$ cat src/rtl/mem_bridge_pkg.sv
// mem_bridge_pkg: one-hot FSM encoding, read-latency limits and latency-counter helper shared by mem_bridge
package mem_bridge_pkg;
  localparam int RD_LAT_MIN = 1;
  localparam int RD_LAT_MAX = 4;
  localparam int CNT_W = $clog2(RD_LAT_MAX + 1);
  typedef enum logic [5:0] {
    IDLE  = 6'b000001,
    I_RD  = 6'b000010,
    I_RSP = 6'b000100,
    D_WR  = 6'b001000,
    D_RD  = 6'b010000,
    D_RSP = 6'b100000
  } state_t;
  function automatic logic [CNT_W-1:0] lat_cnt(input int lat);
    return CNT_W'(lat < RD_LAT_MIN ? RD_LAT_MIN : lat > RD_LAT_MAX ? RD_LAT_MAX : lat);
  endfunction
endpackage

$ cat src/rtl/mem_bridge.sv
// mem_bridge: arbitrates CPU store > load > fetch onto one single-port RAM (CPU fetch/data ports in, RAM port out, accept counters)
module mem_bridge
  import mem_bridge_pkg::*;
#(
  parameter int MEM_AW = 14,
  parameter int RD_LAT = 1
) (
  input  logic              clk,
  input  logic              rst,
  input  logic [31:0]       PC,
  input  logic              Inst_Req_Valid,
  output logic              Inst_Req_Ack,
  output logic [31:0]       Instruction,
  output logic              Inst_Valid,
  input  logic              Inst_Ack,
  input  logic [31:0]       Address,
  input  logic              MemRead,
  input  logic              MemWrite,
  input  logic [31:0]       Write_data,
  input  logic [3:0]        Write_strb,
  output logic              Mem_Req_Ack,
  output logic [31:0]       Read_data,
  output logic              Read_data_Valid,
  input  logic              Read_data_Ack,
  output logic              ram_en,
  output logic [MEM_AW-1:0] ram_addr,
  output logic [3:0]        ram_wstrb,
  output logic [31:0]       ram_wdata,
  input  logic [31:0]       ram_rdata,
  output logic [31:0]       inst_cnt,
  output logic [31:0]       data_cnt
);
  localparam logic [CNT_W-1:0] LAT = lat_cnt(RD_LAT);
  state_t r_state, w_next;
  logic [CNT_W-1:0] r_cnt;
  logic [MEM_AW-1:0] r_addr;
  logic [3:0] r_strb;
  logic [31:0] r_wdata, r_inst, r_rdata, r_icnt, r_dcnt;
  logic r_iack, r_dack;
  logic w_wr, w_rd, w_if, w_done, w_reading, w_unused;
  assign w_wr = r_state == IDLE && MemWrite;
  assign w_rd = r_state == IDLE && !MemWrite && MemRead;
  assign w_if = r_state == IDLE && !MemWrite && !MemRead && Inst_Req_Valid;
  assign w_done = r_cnt == '0;
  assign w_reading = r_state == I_RD || r_state == D_RD;
  assign w_unused = ^{Address[1:0], Address[31:MEM_AW+2], PC[1:0], PC[31:MEM_AW+2]};
  always_comb begin
    w_next = r_state;
    case (r_state)
      IDLE:    w_next = w_wr ? D_WR : w_rd ? D_RD : w_if ? I_RD : IDLE;
      I_RD:    w_next = w_done ? I_RSP : I_RD;
      D_RD:    w_next = w_done ? D_RSP : D_RD;
      D_WR:    w_next = IDLE;
      I_RSP:   w_next = Inst_Ack ? IDLE : I_RSP;
      D_RSP:   w_next = Read_data_Ack ? IDLE : D_RSP;
      default: w_next = IDLE;
    endcase
  end
  always_ff @(posedge clk) begin
    if (rst) begin
      r_state <= IDLE;
      r_iack  <= 1'b0;
      r_dack  <= 1'b0;
      r_icnt  <= '0;
      r_dcnt  <= '0;
      r_inst  <= '0;
      r_rdata <= '0;
      r_cnt   <= '0;
      r_addr  <= '0;
      r_strb  <= '0;
      r_wdata <= '0;
    end else begin
      r_state <= w_next;
      r_iack  <= w_if;
      r_dack  <= w_wr || w_rd;
      if (w_if) r_icnt <= r_icnt + 32'd1;
      if (w_wr || w_rd) r_dcnt <= r_dcnt + 32'd1;
      if (w_wr || w_rd || w_if) begin
        r_addr  <= w_if ? PC[MEM_AW+1:2] : Address[MEM_AW+1:2];
        r_strb  <= Write_strb;
        r_wdata <= Write_data;
        r_cnt   <= LAT;
      end else if (w_reading && !w_done) r_cnt <= r_cnt - 1'b1;
      if (r_state == I_RD && w_done) r_inst <= ram_rdata;
      if (r_state == D_RD && w_done) r_rdata <= ram_rdata;
    end
  end
  assign Inst_Req_Ack    = r_iack;
  assign Mem_Req_Ack     = r_dack;
  assign Instruction     = r_inst;
  assign Read_data       = r_rdata;
  assign Inst_Valid      = r_state == I_RSP;
  assign Read_data_Valid = r_state == D_RSP;
  assign ram_en          = r_state == D_WR || (w_reading && r_cnt == LAT);
  assign ram_wstrb       = r_state == D_WR ? r_strb : 4'h0;
  assign ram_addr        = r_addr;
  assign ram_wdata       = r_wdata;
  assign inst_cnt        = r_icnt;
  assign data_cnt        = r_dcnt;
endmodule

$ cat config.mk
export PLATFORM = sky130hd
export DESIGN_NAME = mem_bridge
export DESIGN_NICKNAME = d
export VERILOG_FILES = /design/src/rtl/mem_bridge_pkg.sv /design/src/rtl/mem_bridge.sv
export SDC_FILE = /design/constraint.sdc
export NUM_CORES = 1
export LEC_CHECK = 0
export CORE_UTILIZATION = 35
export DETAILED_ROUTE_END_ITERATION = 6
export HOLD_SLACK_MARGIN = 0.12
export PLACE_DENSITY = 0.77
export SKIP_CTS_REPAIR_TIMING = 1
export SYNTH_ARGS = -nofsm -noshare
export SYNTH_HDL_FRONTEND = slang
export SYNTH_SLANG_ARGS = --single-unit
$ cat constraint.sdc
create_clock -name clk -period 2.1 [get_ports clk]
set_input_delay 0.21 -clock clk [delete_from_list [all_inputs] [get_ports clk]]
set_output_delay 0.21 -clock clk [all_outputs]
set_load 0.01 [all_outputs]
Yosys cells after proc, flatten, opt, wreduce, memory -nomap -nowiden
Cells that the tools add are included.
Widths: inputs -> output; s select.
{ "word_totals": {"reg_bits": 189, "input_bits": 139} }
{ "classes": {"n_reduce_logical": 19, "n_mux": 12, "add_sub_neg": 3, "eq_ne": 7} }
{ "ops": {"columns": ["operator", "count"], "rows": [
  ["$add 32x1->32 const B", 2],
  ["$pmux 6 s5", 1],
  ["$mux 14", 1],
  ["$mux 6", 2],
  ["$mux 5", 2],
  ["$logic_and 1x1->1", 9],
  ["$eq 6x1->1 const B", 1],
  ["$eq 6x2->1 const B", 1],
  ["$eq 6x3->1 const B", 1],
  ["$eq 6x4->1 const B", 1],
  ["$eq 6x5->1 const B", 1],
  ["$eq 6x6->1 const B", 1],
  ["$mux 3", 2],
  ["$logic_or 1x1->1", 4],
  ["$mux 4", 1],
  ["$eq 3x1->1 const B", 1],
  ["$logic_not 1->1", 3],
  ["$logic_not 3->1", 1],
  ["$sub 3x1->3 const B", 1],
  ["$mux 1", 2],
  ["$mux 2", 1],
  ["$reduce_bool 2->1", 1],
  ["$reduce_or 2->1", 1]
]} }

Logic depth before layout (Yosys ltp)
Gate-level depths: netlist of the first run.
{ "depth": {"depth_word": 8, "ltp_mapped": 9, "mapped_depth_nobuf": 7} }

Least setup slack after synthesis of the first run
No wires, ideal clock.
{ "synth_timing": {"path_kind": "reg-to-reg", "from": "register r_icnt[4], in the netlist inst_cnt[4]", "to": "register r_icnt[27], in the netlist inst_cnt[27]", "required_time_ps": 2030, "slack_ps": 72, "t_arrival_ps": 1958, "path_stages_with_launch": 7, "path_cell_list": "dfxtp_1 -> nand4_2 -> or4_1 -> buf_2 -> buf_6 -> or4_1 -> a21oi_1"} }
{ "synth_via": {"elab_chain_cells": 1} }
{ "synth_rtl": {"columns": ["element", "line_no", "rtl"], "rows": [
  ["start: declaration", "mem_bridge.sv:38", "logic [31:0] r_wdata, r_inst, r_rdata, r_icnt, r_dcnt;"],
  ["start signal: assignment", "mem_bridge.sv:76", "if (w_if) r_icnt <= r_icnt + 32'd1;"],
  ["$add 32x1->32", "mem_bridge.sv:76", null]
]} }
No other way between the ends.
A chain may end at the register's enable or synchronous reset.

Final worst setup path of the first run
{ "layout_timing": {"from": "register r_dcnt[6], in the netlist data_cnt[6]", "to": "register r_dcnt[28], in the netlist data_cnt[28]"} }
{ "layout_via": {"elab_chain_cells": 1} }
{ "layout_rtl": {"columns": ["element", "line_no", "rtl"], "rows": [
  ["start: declaration", "mem_bridge.sv:38", null],
  ["start signal: assignment", "mem_bridge.sv:77", "if (w_wr || w_rd) r_dcnt <= r_dcnt + 32'd1;"],
  ["$add 32x1->32", "mem_bridge.sv:77", null]
]} }
No other way between the ends.

==> summary.txt, run 1 <==
Outcome: finished with violations
Violated checks: DRC
Crit share post-route: 97.5%
Seq/Total Area, Yosys: 48.0%
Core area: 0.0220 mm^2
DP Cell Count: 1547
Initial antenna violation count: 0
Avg Vias per Cell: 5.13
Register bit total from synthesis: 189
Finished Layout Cells: 1581
Layout cell share with drive strength beyond 1: 11.4%
TritonRoute pass-1 iters: 7
Ys Warns: 0
DRT iter0 DRCs: 352
FMAX: 489 MHz
Worst-Skew Late Latency: 0.43 ns
Startpoint Class: flop
RSZ-0062 raised after global routing: true
I/O Pins: 322
TritonCTS Buffers: 17
Post-synth net total: 1126
Clock transition at the registers of the reported paths: 0.07 ns
CTS H-tree lvls: 4
First-pass GRT wire length: 37200 um
Max FO, Critical Path: 8
Sink Count: 189
CTS root buffer: clkbuf_16
Cell Area, Synth: 0.00788 mm^2
Final count of negative-setup-slack endpoints: 0
Final nets: 1432
Setup crit end kind: flop
Met2 usage: 34.6%
CTS tree: built
Critical path arrival: 2.36 ns
Hold Worst Slack: 0.201 ns
DR WL/cell: 14.6 um
Filler Cell Count: 1974
Vias in the first global route: 7595
VDD IR max: 516 uV
HP Class: in -> reg
Setup WS post-layout: 0.0531 ns
Avg Cell Area, Syn: 8.02 um^2
Layout area overhead: 54.6%
Dpl ws: -0.124 ns
CTS max path bufs: 2
Starting Density: 35.9%
Post-Syn Instances: 982
Max_slew headroom: 61.9%
Drt total wl: 23000 um
GPL Wtd Cong: 0.769
Busiest grt layer: met2
DR vias: 8108
Met3 GRT Util: 5.93%
Max cap viols: 0
Die Height: 152 um
Library cells used by synthesis: 45
GRT Total Usage: 19.5%
Residual DRC count: 46
Final Max Tran Viols: 0
Data required time at the worst endpoint: 2.41 ns
Congestion Overflow GR: 0
Row count: 54
Total power per unit cell area: 786 mW/mm^2
Register area: 0.00379 mm^2
M1 GR Usage: 22.7%
Dpl hpwl: 16200 um
Leak Pwr: 4.31 nW
Clock skew: 0.0143 ns
Number of diodes: 0
Final hold vios: 0
Die width: 152 um
Pin count of the biggest net entering global routing: 79
Setup Crit Path Kind: reg -> reg
IO Port Bufs: 285
Die area: 0.0231 mm^2
Area of the multi-input gates: 0.00385 mm^2
Fin crit period: 2.05 ns
Final ANT Viol Nets: 0
Worst Tran Pin Value: 0.571 ns
[synthesized netlist by cell type]
| cell | number | area share [%] |
|---|---|---|
| nand2_1 | 253 | 12 |
| dfxtp_1 | 189 | 48 |
| a21oi_1 | 148 | 9.4 |
| clkbuf_1 | 66 | 3.1 |
| nor2_1 | 39 | 1.9 |
| or4_1 | 34 | 3.2 |
| o31ai_1 | 29 | 2.8 |
| nand3_1 | 22 | 1.4 |
| nand4_1 | 22 | 1.7 |
| or3_1 | 20 | 1.6 |
| o21ai_0 | 18 | 1.1 |
| nor2b_1 | 15 | 1.2 |
| a311oi_1 | 14 | 1.6 |
| inv_1 | 13 | 0.62 |
| nor4_1 | 12 | 0.95 |
| mux2_2 | 11 | 1.6 |
| and3_1 | 10 | 0.79 |
| and2_1 | 7 | 0.56 |
| and4_1 | 7 | 0.78 |
| ha_1 | 5 | 0.79 |
| nor3_1 | 5 | 0.32 |
| nor3b_1 | 5 | 0.48 |
| xnor2_1 | 5 | 0.56 |
| buf_2 | 4 | 0.25 |
| or2_2 | 3 | 0.24 |
| xor2_1 | 3 | 0.33 |
| a2111oi_0 | 2 | 0.22 |
| nor3_2 | 2 | 0.25 |
| nor4_2 | 2 | 0.32 |
| o32a_1 | 2 | 0.25 |
| a211oi_1 | 1 | 0.095 |
| a22oi_1 | 1 | 0.095 |
| a31o_2 | 1 | 0.11 |
| buf_1 | 1 | 0.048 |
| buf_6 | 1 | 0.14 |
| clkbuf_2 | 1 | 0.063 |
| mux2i_1 | 1 | 0.13 |
| nand2b_1 | 1 | 0.079 |
| nand3b_1 | 1 | 0.095 |
| nand4_2 | 1 | 0.16 |
| nor3b_2 | 1 | 0.16 |
| o2111ai_1 | 1 | 0.11 |
| o211ai_1 | 1 | 0.095 |
| o21a_1 | 1 | 0.095 |
| or3b_2 | 1 | 0.11 |
[flip-flops by register name, summed over array words and instances (netlist names)]
name / flops
Inst_Req_Ack: 1
Read_data: 32
r_cnt: 3
data_cnt: 32
Mem_Req_Ack: 1
ram_addr: 14
inst_cnt: 32
Instruction: 32
r_strb: 4
r_state: 6
ram_wdata: 32
[per-stage QoR]
stage / setup TNS, ns / power, mW / cell area [um^2] / utilization (%)
4_1_cts: -2.33 / 9.61 / 12100 / 54.9
3_3_place_gp: -0.223 / 6.33 / 11500 / 52.2
6_report: 0 / 9.57 / 12200 / 55.4
5_1_grt: -0.0549 / 10.0 / 12200 / 55.4
3_5_place_dp: -1.21 / 6.36 / 11500 / 52.2
2_1_floorplan: 0 / 5.12 / 7880 / -
[per-layer routing]
layer | routed length (um) | share of wire [%]
met2 | 11300 | 49
met4 | 332 | 1.4
met1 | 9700 | 42
met5 | 0 | 0
met3 | 1640 | 7.1
[area by class of cell]
class | count | area share (%)
flip-flops and latches | 189 | 31.1
well taps | 280 | 2.88
multi-input cells | 707 | 31.7
inverters | 13 | 0.401
clock buffers | 19 | 3.64
repair buffers | 360 | 29.1
clock inverters | 13 | 1.20
[placed cells by master, fill, tap and decap left out, types with 5 or more instances in the layout]
cell	n
nand4_1	22
buf_12	9
nand3_1	21
and3_1	8
or3_1	20
nor4_2	7
or4_1	31
o21ai_0	18
nor2b_1	15
a311oi_1	14
dfxtp_1	184
xnor2_1	5
inv_1	13
nor4_1	7
nand2_1	253
dlymetal6s2s_1	6
mux2_2	11
dfxtp_2	5
ha_1	5
clkdlybuf4s50_1	277
buf_4	65
clkbuf_16	17
and4_1	7
a21oi_1	148
nor2_1	39
and2_1	7
o31ai_1	29
[worst max-delay path: stages, from the launching register on]
cell	delay, ns
dfxtp_1	0.34
nand4_1	0.22
or4_4	0.68
nor4_2	0.33
mux2_2	0.36
[path summary, 6_finish.rpt]
path | from | end | slack, ns | cells past startpoint
setup reg to reg | data_cnt[6] | data_cnt[28] | 0.05 | 4
setup / recovery | data_cnt[6] | data_cnt[28] | 0.05 | 4
hold / removal | rst | Mem_Req_Ack | 0.20 | 2
hold reg to reg | r_strb[3] | r_strb[3] | 0.45 | 2
[power by group]
group | switching (mW) | leakage, nW | internal [mW]
logic | 1.15 | 2.49 | 1.18
clock network | 1.58 | 0.288 | 1.63
registers | 0.176 | 1.54 | 3.86
[cells by family (layout without fill, tap and decap cells)]
group | Yosys count | in the layout | synth area share [%]
muxes | 12 | 12 | 1.70
DFF | 189 | 189 | 48.0
and+or+nand+nor | 463 | 463 | 28.4
AOI/OAI and AO/OA | 219 | 219 | 15.9
xor gates and xnor gates | 8 | 8 | 0.889
adders and majority gates | 5 | 5 | 0.794
buffers and inverters | 86 | 405 | 4.27
Note: power is estimated with default switching activity, not from simulation.
==> inputs of run 2 (changes only) <==
--- a/config.mk
+++ b/config.mk
@@ -8,8 +8,9 @@
 export CORE_UTILIZATION = 35
 export DETAILED_ROUTE_END_ITERATION = 6
 export HOLD_SLACK_MARGIN = 0.12
-export PLACE_DENSITY = 0.77
+export PLACE_DENSITY_LB_ADDON = 0.12
 export SKIP_CTS_REPAIR_TIMING = 1
+export SKIP_LAST_GASP = 1
 export SYNTH_ARGS = -nofsm -noshare
 export SYNTH_HDL_FRONTEND = slang
 export SYNTH_SLANG_ARGS = --single-unit
==> run 2 against run 1 <==
  * The run ends with DRC, setup timing left
  * Non-clock buffer count fell by 7
  * Worst setup slack got worse by 0.18 ns
  * Register-to-register slack improved by 0.04 ns
  * Critical path depth increased by 1
  * Total power shrank 1.2%
  * Clock skew is 0.0011 ns lower
  * Cell area shrank 0.88%
  * Utilization decreased by 0.49 points
  * Sequential cell count unchanged
  * Fmax decreased by 8.2%
  * Global-route usage rose by 0.74 points
  * Routed wire length is 1.3% higher
  * Critical path type is now reg -> out
  * Critical endpoint is now ram_wstrb[2]
  * Highest routed layer unchanged
==> summary.txt, run 2 (same netlist as run 1, synthesis figures left out) <==
Dpl ws: -0.0125 ns (+0.111 ns)
Hold Worst Slack: 0.141 ns (-0.0596 ns)
I/O Pins: 322 (unchanged)
Fin crit period: 2.23 ns (+0.184 ns)
Setup crit end kind: primary output
Die area: 0.0231 mm^2 (unchanged)
Worst reg2reg path endpoint: data_cnt[28]
Layout cell share with drive strength beyond 1: 10.6% (-0.79 points)
Clock skew: 0.0132 ns (-0.00106 ns)
Largest delay share family, worst path: buffers and inverters
Row count: 54 (unchanged)
Crit share post-route: 106% (+8.8 points)
Core area: 0.0220 mm^2 (unchanged)
FF-to-FF Start: data_cnt[9]
VDD IR max: 508 uV (-1.6%)
Crit-path slowest cell: clkdlybuf4s50_1
Worst-Skew Late Latency: 0.43 ns (about the same)
DP Cell Count: 1537 (-0.65%)
First-pass GRT wire length: 38400 um (+3.3%)
Final count of negative-setup-slack endpoints: 1 (+1)
R2R cell count: 5 (+1)
Switch Pwr: 2.84 mW (-2.3%)
FMAX: 448 MHz (-8.2%)
DRT iter0 DRCs: 424 (+20%)
Clock transition at the registers of the reported paths: 0.08 ns (about the same)
Max FO, Critical Path: 6 (-2)
CTS max path bufs: 2 (unchanged)
Final ANT Viol Nets: 0 (unchanged)
Max cap viols: 0 (unchanged)
Starting Density: 35.9% (unchanged)
DR vias: 7986 (-1.5%)
Pin count of the biggest net entering global routing: 86 (+8.9%)
Number of diodes: 0 (unchanged)
Finished Core Util: 55.0% (-0.49 points)
Crit. path cell count: 5 (+1)
WP buf/inv: 2 (+2)
Congestion Overflow GR: 0 (unchanged)
Avg Vias per Cell: 5.07 (-1.1%)
Residual DRC count: 36 (-22%)
TritonCTS Buffers: 17 (unchanged)
Clk pwr share: 34.2% (+0.6 points)
CTS tree: built
Final hold vios: 0 (unchanged)
Violated checks: DRC, setup timing
Most common cell after layout, fill and taps aside: clkdlybuf4s50_1
Fin area: 0.0121 mm^2 (-0.88%)
Most frequent cells in the layout: clkdlybuf4s50_1, nand2_1, dfxtp_1, a21oi_1, buf_4
GPL Wtd Cong: 0.764 (-0.74%)
Net Sw Frac: 30.0% (-0.34 points)
Vias in the first global route: 7580 (-0.20%)
Post-Route Setup TNS: -0.131 ns (-0.131 ns)
Critical path arrival: 2.02 ns (-0.34 ns)
Worst Tran Pin Value: 0.415 ns (-0.156 ns)
CP Launch Point: r_state[0]
TritonRoute pass-1 iters: 6 (-1)
Dpl cell area: 0.0114 mm^2 (-0.76%)
Startpoint Class: flop
Setup WS post-layout: -0.131 ns (-0.184 ns)
Worst path max stage delay: 0.55 ns (-0.13 ns)
Max_slew headroom: 72.3% (+10 points)
Pint: 6.62 mW (-0.68%)
Tot Pwr: 9.45 mW (-1.2%)
Final nets: 1425 (-0.49%)
Die width: 152 um (unchanged)
Initial antenna violation count: 0 (unchanged)
CTS root buffer: clkbuf_16
Setup Crit Path Kind: reg -> out
Critical Path Sink: ram_wstrb[2]
Cell breakdown of the critical path: buf_4, nor3_2, and3_4, and2_1, clkdlybuf4s50_1
Finished Layout Cells: 1574 (-0.44%)
Leak Pwr: 4.27 nW (-1.0%)
Total power per unit cell area: 783 mW/mm^2 (-0.29%)
Comb pwr share: 23.3% (-1.0 points)
CTS H-tree lvls: 4 (unchanged)
Flop pwr share: 42.5% (+0.4 points)
Drt total wl: 23300 um (+1.3%)
Dpl hpwl: 15900 um (-1.8%)
HP Class: in -> reg
Data required time at the worst endpoint: 1.89 ns (-0.52 ns)
RSZ-0062 raised after global routing: true
Sink Count: 189 (unchanged)
GRT Total Usage: 20.3% (+0.74 points)
Layout area overhead: 53.2%
Final Max Tran Viols: 0 (unchanged)
IO Port Bufs: 285 (unchanged)
Filler Cell Count: 2060 (+4.4%)
Die Height: 152 um (unchanged)
R2R Setup Slk: 0.09 ns (+0.04 ns)
Outcome: finished with violations
DR WL/cell: 14.8 um (+1.8%)
[run 2: cell types whose count changed in the layout (fill, tap and decap cells not counted), moves of 2 or more]
cell,change
nor3b_4,-2
clkinv_4,-2
inv_6,+2
clkinv_8,-3
nor4_2,-4
buf_4,-7
nor3b_2,+2
nor4_1,+3
clkinvlp_4,+2
[run 2: worst min-delay path by stage]
stage                        from           to  slack, ns  cells past startpoint
finish                        rst  Mem_Req_Ack       0.14                      2
global route                  rst  Mem_Req_Ack       0.16                      2
CTS                           rst  Mem_Req_Ack       0.13                      2
detailed placement      r_strb[0]    r_strb[0]       0.44                      2
global placement        r_strb[3]    r_strb[3]       0.44                      2
floorplan           Write_strb[0]    r_strb[0]       0.35                      2
[run 2: area by class of cell]
class / instances / area [um^2] / area share [%]
multi-input cells: 707 / 3810 / 31.6
flip-flops and latches: 189 / 3790 / 31.4
repair buffers: 353 / 3490 / 28.9
clock buffers: 18 / 429 / 3.56
well taps: 280 / 350 / 2.90
clock inverters: 14 / 148 / 1.22
inverters: 13 / 48.8 / 0.404
[run 2: power groups by stage]
stage	clock network (mW)	registers [mW]	logic, mW
2_1_floorplan	0	4.18	0.934
3_3_place_gp	0	4.09	2.20
3_5_place_dp	0	4.10	2.21
4_1_cts	3.35	4.02	2.22
5_1_grt	3.50	4.06	2.43
6_report	3.24	4.02	2.20
[run 2: routing by layer]
layer,track usage (%),vias to the layer above,wire length [um]
li1,-,4044,-
met1,25.1,3705,10200
met2,33.5,214,11100
met3,6.39,23,1750
met4,6.32,0,339
met5,0,-,0
